$ cat config.mk
export PLATFORM = sky130hd
export DESIGN_NAME = shared_tlb_arbiter
export DESIGN_NICKNAME = d
export VERILOG_FILES = /design/src/rtl/shared_tlb_arbiter.sv
export SDC_FILE = /design/constraint.sdc
export NUM_CORES = 1
export LEC_CHECK = 0
export CAP_MARGIN = 10
export CORE_UTILIZATION = 40
export DETAILED_ROUTE_END_ITERATION = 8
export HOLD_SLACK_MARGIN = 0.12
export PLACE_DENSITY_LB_ADDON = 0.1
export SYNTH_ARGS = -nofsm -noshare
export SYNTH_HDL_FRONTEND = slang
export SYNTH_SLANG_ARGS = --single-unit
$ cat constraint.sdc
create_clock -name clk_i -period 1.9 [get_ports clk_i]
set_clock_uncertainty 0.15 [all_clocks]
set_input_delay 0.38 -clock clk_i [delete_from_list [all_inputs] [get_ports clk_i]]
set_output_delay 0.38 -clock clk_i [all_outputs]
set_load 0.02 [all_outputs]
$ cat src/rtl/shared_tlb_arbiter.sv
// shared_tlb_arbiter: serialises ITLB/DTLB misses onto the shared TLB and page-table walker
`timescale 1ns/1ps
module shared_tlb_arbiter #(
  parameter int VpnWidth  = 20,
  parameter int PpnWidth  = 22,
  parameter int AsidWidth = 9
) (
  input  logic                 clk_i,
  input  logic                 rst_ni,
  input  logic                 flush_i,
  input  logic [AsidWidth-1:0] asid_i,
  input  logic                 itlb_req_i,
  input  logic [VpnWidth-1:0]  itlb_vpn_i,
  input  logic                 dtlb_req_i,
  input  logic [VpnWidth-1:0]  dtlb_vpn_i,
  output logic                 itlb_resp_o,
  output logic                 dtlb_resp_o,
  output logic [PpnWidth-1:0]  resp_ppn_o,
  output logic                 resp_err_o,
  output logic                 stlb_lookup_o,
  output logic [VpnWidth-1:0]  stlb_vpn_o,
  output logic [AsidWidth-1:0] stlb_asid_o,
  input  logic                 stlb_hit_i,
  input  logic [PpnWidth-1:0]  stlb_ppn_i,
  output logic                 ptw_req_o,
  output logic [VpnWidth-1:0]  ptw_vpn_o,
  output logic                 ptw_is_instr_o,
  input  logic                 ptw_ack_i,
  input  logic                 ptw_done_i,
  input  logic [PpnWidth-1:0]  ptw_ppn_i,
  input  logic                 ptw_err_i,
  output logic                 stlb_miss_o,
  output logic                 busy_o
);
  typedef enum logic [2:0] {IDLE, LOOKUP, CHECK, PTW_REQ, PTW_WAIT, RESP, DRAIN} state_e;
  state_e                 state_q, state_d;
  logic                   owner_q, rr_q;
  logic [VpnWidth-1:0]    vpn_q;
  logic [AsidWidth-1:0]   asid_q;
  logic [PpnWidth-1:0]    ppn_q;
  logic                   err_q;
  logic                   grant, grant_d, stlb_take, ptw_take, resp_v;
  // owner/rr encoding: 1 = DTLB, 0 = ITLB; rr_q holds the last winner
  always_comb begin
    grant_d   = (itlb_req_i && dtlb_req_i) ? !rr_q : dtlb_req_i;
    grant     = state_q == IDLE && !flush_i && (itlb_req_i || dtlb_req_i);
    stlb_take = state_q == CHECK && stlb_hit_i && !flush_i;
    ptw_take  = (state_q == PTW_WAIT || (state_q == PTW_REQ && ptw_ack_i)) && ptw_done_i && !flush_i;
    state_d   = state_q;
    case (state_q)
      IDLE:     state_d = grant ? LOOKUP : IDLE;
      LOOKUP:   state_d = flush_i ? IDLE : CHECK;
      CHECK:    state_d = flush_i ? IDLE : stlb_hit_i ? RESP : PTW_REQ;
      PTW_REQ:  state_d = !ptw_ack_i ? (flush_i ? IDLE : PTW_REQ) :
                          ptw_done_i ? (flush_i ? IDLE : RESP) : (flush_i ? DRAIN : PTW_WAIT);
      PTW_WAIT: state_d = ptw_done_i ? (flush_i ? IDLE : RESP) : (flush_i ? DRAIN : PTW_WAIT);
      RESP:     state_d = IDLE;
      DRAIN:    state_d = ptw_done_i ? IDLE : DRAIN;
      default:  state_d = IDLE;
    endcase
  end
  always_ff @(posedge clk_i or negedge rst_ni) begin
    if (!rst_ni) begin
      state_q <= IDLE;
      owner_q <= 1'b0;
      rr_q    <= 1'b0;
      vpn_q   <= '0;
      asid_q  <= '0;
      ppn_q   <= '0;
      err_q   <= 1'b0;
    end else begin
      state_q <= state_d;
      if (grant) begin
        owner_q <= grant_d;
        rr_q    <= grant_d;
        vpn_q   <= grant_d ? dtlb_vpn_i : itlb_vpn_i;
        asid_q  <= asid_i;
      end
      if (stlb_take) begin
        ppn_q <= stlb_ppn_i;
        err_q <= 1'b0;
      end else if (ptw_take) begin
        ppn_q <= ptw_ppn_i;
        err_q <= ptw_err_i;
      end
    end
  end
  // a flush in the response cycle suppresses the pulse entirely
  always_comb begin
    resp_v         = state_q == RESP && !flush_i;
    itlb_resp_o    = resp_v && !owner_q;
    dtlb_resp_o    = resp_v && owner_q;
    resp_ppn_o     = resp_v ? ppn_q : '0;
    resp_err_o     = resp_v && err_q;
    stlb_lookup_o  = state_q == LOOKUP;
    stlb_vpn_o     = stlb_lookup_o ? vpn_q : '0;
    stlb_asid_o    = stlb_lookup_o ? asid_q : '0;
    ptw_req_o      = state_q == PTW_REQ;
    ptw_vpn_o      = ptw_req_o ? vpn_q : '0;
    ptw_is_instr_o = ptw_req_o && !owner_q;
    stlb_miss_o    = state_q == CHECK && !stlb_hit_i && !flush_i;
    busy_o         = state_q != IDLE;
  end
endmodule

* Yosys cells after proc, flatten, opt, wreduce, memory -nomap -nowiden *
Index checks and enable logic that the tools add are counted.
Widths: inputs -> output; s select.

word-level totals
  logic and storage cells = 56
  input bits = 102
  flip-flop bits (word level) = 56

operators by class
  reductions and logical operators = 23
  eq/ne operators = 6
  mux-type cells = 21

operator list
  cell                number
  $mux 22             3
  $mux 20             3
  $mux 3              6
  $pmux 3 s6          1
  $logic_and 1x1->1   15
  $eq 3x3->1 const B  3
  $mux 9              1
  $eq 3x2->1 const B  2
  $mux 2              3
  $mux 1              4
  $eq 3x1->1 const B  1
  $logic_not 1->1     3
  $logic_not 3->1     1
  $reduce_bool 3->1   1
  $logic_or 1x1->1    2
  $reduce_bool 2->1   1

* Depth between registers and ports, before layout *
Gate-level depths: netlist of run 1.

  word-level depth = 7
  depth in mapped cells = 7
  gate-level depth less buffers = 4

* Least setup slack after synthesis of run 1 *
OpenSTA, ideal clock, no wires.

  path kind = register to output
  from = register state_q[1]
  to = output stlb_asid_o[0]
  arrival = 1,480 ps
  slack = -110 ps
  cell stages (with the launch flop) = 5
  cell sequence = dfrtp_1 > buf_2 > nor3_1 > clkbuf_1 > and2_1

on the way
  cells in the longest elaborated chain, start to end = 2

ends and longest elaborated chain
  what                     RTL line  RTL
  start, declared          36        state_e state_q, state_d;
  start signal, assigned   72        state_q <= state_d;
  $eq 3x1->1               95        stlb_lookup_o = state_q == LOOKUP;
  named net stlb_lookup_o  20        output logic stlb_lookup_o,
  $mux 9                   97        stlb_asid_o = stlb_lookup_o ? asid_q : '0;
  end, declared            22        output logic [AsidWidth-1:0] stlb_asid_o,

The timed path passes the listed nets, and every way through them passes these cells.

* Worst setup path in the final report of run 1 *
  from = register state_q[1]
  to = output resp_ppn_o[4]

on the way
  cells in the longest elaborated chain, start to end = 3

ends and longest elaborated chain
  what               RTL line  RTL
  $eq 3x3->1         90        resp_v = state_q == RESP && !flush_i;
  $logic_and 1x1->1  90
  $mux 22            93        resp_ppn_o = resp_v ? ppn_q : '0;
  end, declared      18        output logic [PpnWidth-1:0] resp_ppn_o,

Every way passes these cells.

==> results.sh, run 1 <==
export IMPL_dr_pass1_iters=4
export IMPL_ys_ff_latch=56
export IMPL_netlist_area_um2=3364
export IMPL_place_ws_ps=-842.8
export IMPL_power_share_clock_pct=8.8
export IMPL_dp_cells=651
export IMPL_gp_congestion=0.7479
export IMPL_grt_max_degree=36
export IMPL_synth_edf_count=0
export IMPL_num_vias=3437
export IMPL_core_um2=8175
export IMPL_cp_arrival_ps=1690
export IMPL_max_stage_delay_ps=460
export IMPL_slowest_stage="dfrtp_2"
export IMPL_n_antenna_cell=0
export IMPL_grt_overflow_total=0
export IMPL_max_freq_mhz=450.2
export IMPL_drtAntennaViolNets=0
export IMPL_power_density_nw_per_um2=1218
export IMPL_ir_drop_mv=0.5768
export IMPL_grt_pass1_wl_mm=15.41
export IMPL_num_fill_cells=511
export IMPL_dp_hpwl_mm=7.131
export IMPL_crit_buf_inv=3
export IMPL_hold_viol=0
export IMPL_start_util_pct=41.15
export IMPL_internal_power_mw=4.863
export IMPL_io_buffers=180
export IMPL_drc_errors=0
export IMPL_p_seq_share_pct=29.0
export IMPL_instances_no_fill=688
export IMPL_slew_violations=0
export IMPL_synth_cells=359
export IMPL_row_count=33
export IMPL_cts_tree="yes"
export IMPL_maxCapViolCount=0
export IMPL_layout_common_cells="clkdlybuf4s50_1, buf_6, dfrtp_1"
export IMPL_setup_viol=132
export IMPL_crit_top_cell="buf_6"
export IMPL_routedWlPerCell_um=16.53
export IMPL_critical_path_top_delay_family="simple AND/OR/NAND/NOR gates"
export IMPL_h_tree_depth=2
export IMPL_status="finished, violations left"
export IMPL_fin_ws_ps=-321.2
export IMPL_worst_ep_required_time_ps=1370
export IMPL_ioPinCount=181
export IMPL_wl_mm=11.38
export IMPL_fp_dieArea_um2=8782
export IMPL_syn_nets=461
export IMPL_die_width_um=93.71
export IMPL_nNetsFinal=684
export IMPL_power_leakage_nw=2.807
export IMPL_path_class="reg -> out"
export IMPL_worstPathCellList="nor4b_4 > buf_6 > clkbuf_16 > and2_4 > buf_6"
export IMPL_switching_power_mw=3.111
export IMPL_fin_crit_ps=2221
export IMPL_fp_dieH_um=93.71
export IMPL_switching_share_pct=39.01
export IMPL_post_route_period_util_pct=116.9
export IMPL_tightestPinTransition_ps=342.4
export IMPL_yosysUniqueCellTypes=37
export IMPL_grt_pass1_vias=3161
export IMPL_cp_start_kind="flop"
export IMPL_violations="negative setup slack"
export IMPL_synth_yosys_seq_area_share_pct=41.65
export IMPL_ys_flop_type="dfrtp_1"
export IMPL_drive_gt1_share_pct=48.89
export IMPL_cp_end_kind="primary output"
export IMPL_ys_warn_count=0
export IMPL_drt_iter0_markers=109
export IMPL_clk_pin_slew_ps=100
export IMPL_antenna_found_initial=0
export IMPL_p_comb_share_pct=62.2
export IMPL_hp_class="reg -> reg"
export IMPL_p_total_mw=7.973
export IMPL_crit_path_max_fanout=5
export IMPL_syn_avg_cell_area_um2=9.372
export IMPL_relSlewSlack_pct=77.12
export IMPL_rsz0062_at_grt="yes"
export IMPL_grt_usage_pct=22.36
export IMPL_root_buffer="clkbuf_8"
export IMPL_cts_made_buffers=5
export IMPL_syn2layout_area_growth_pct=94.57
export IMPL_cts_sinks=56
export IMPL_mostFrequentLayoutCell="clkdlybuf4s50_1"
export IMPL_clk_path_buf_depth=2
export IMPL_async_flop_share_pct=100.0
export IMPL_clk_latency_ps=310
export IMPL_vias_per_cell=4.996
[power groups by stage]
stage          sequential [mW]  clock, mW  combinational [mW]
2_1_floorplan             2.03          0                2.26
3_3_place_gp              2.16          0                3.74
3_5_place_dp              2.16          0                3.83
4_1_cts                   2.15      0.723                4.19
5_1_grt                   2.37      0.772                5.31
6_report                  2.31      0.705                4.96
[metrics by stage]
stage | setup TNS [ps] | hold WS [ps] | util (%) | instance area [um2]
2_1_floorplan | 0 | -65.59 | - | 3391
3_3_place_gp | -56520 | 224.4 | 67.42 | 5512
3_5_place_dp | -58990 | 228.3 | 67.42 | 5512
4_1_cts | -19630 | 341.9 | 71.89 | 5877
5_1_grt | -35780 | 366.2 | 80.07 | 6546
6_report | -25380 | 346.0 | 80.07 | 6546
[worst paths after layout]
path,start,to,slack (ps),cells past startpoint
max,state_q[1]$_DFF_PN0_,resp_ppn_o[4],-320,5
min,asid_q[5]$_DFFE_PN0P_,asid_q[5]$_DFFE_PN0P_,350,1
max reg2reg,state_q[1]$_DFF_PN0_,asid_q[8]$_DFFE_PN0P_,-200,7
min reg2reg,asid_q[5]$_DFFE_PN0P_,asid_q[5]$_DFFE_PN0P_,350,1
max in group asynchronous,rst_ni,vpn_q[15]$_DFFE_PN0P_,850,3
min in group asynchronous,rst_ni,state_q[0]$_DFF_PN0_,470,3
[final cells by class]
type | instances | area, um2 | share of cell area (%)
well taps | 105 | 131.4 | 2.007
repair buffers | 246 | 2738 | 41.82
flip-flops and latches | 56 | 1404 | 21.45
multi-input cells | 271 | 2170 | 33.14
clock buffers | 6 | 82.58 | 1.261
clock inverters | 2 | 13.76 | 0.2102
inverters | 2 | 7.507 | 0.1147
[timing repair]
item	in CTS	in global routing
buffers inserted	10	7
cloned	2	9
pin swaps	5	46
hold endpoints to repair	56	0
resized for setup	396	120
hold buffers	1	0
endpoints found under the setup margin	109	130
[registers in the layout, indices dropped and copies added, names as in the netlist]
register and cells:
state_q 3, vpn_q 20, asid_q 9, ppn_q 22
rr_q 1, err_q 1
[kinds of logic (layout without fill, tap and decap cells)]
kind of cell | count (synthesis) | count (layout) | synth area share, %
compound gates | 77 | 77 | 16.36
flops | 56 | 56 | 41.65
simple gates | 165 | 165 | 27.04
buf+inv | 32 | 256 | 5.987
mux | 29 | 29 | 8.962
[layer usage]
layer | routed length, um | vias to the layer above | track usage [%]
met2 | 5902 | 132 | 39.96
met1 | 4579 | 1638 | 27.32
met4 | 163 | 0 | 5.769
met3 | 730 | 14 | 4.450
met5 | 0 | - | 0
li1 | - | 1653 | -
[synth_stat cells (3+ instances only)]
master | instances | share of area, %
clkbuf_1 | 11 | 1.2
buf_6 | 6 | 2.0
a21oi_2 | 38 | 9.9
mux2_1 | 6 | 2.0
and2_1 | 56 | 10
mux2_2 | 3 | 1.0
mux2i_1 | 20 | 6.0
buf_4 | 8 | 1.8
dfrtp_1 | 56 | 42
nor2b_1 | 3 | 0.56
nor2_1 | 43 | 4.8
a21oi_1 | 29 | 4.3
and3_1 | 21 | 3.9
buf_2 | 5 | 0.74
nand2_1 | 29 | 3.2
o21ai_0 | 4 | 0.60
Power figures use the tool's default switching activity.
==> run 2, diff against run 1 <==
--- a/config.mk
+++ b/config.mk
@@ -5,6 +5,7 @@
 export SDC_FILE = /design/constraint.sdc
 export NUM_CORES = 1
 export LEC_CHECK = 0
+export ABC_AREA = 0
 export CAP_MARGIN = 10
 export CORE_UTILIZATION = 40
 export DETAILED_ROUTE_END_ITERATION = 8
==> results of run 2 <==
No change in the layout: final DEF, timing and power equal those of run 1.
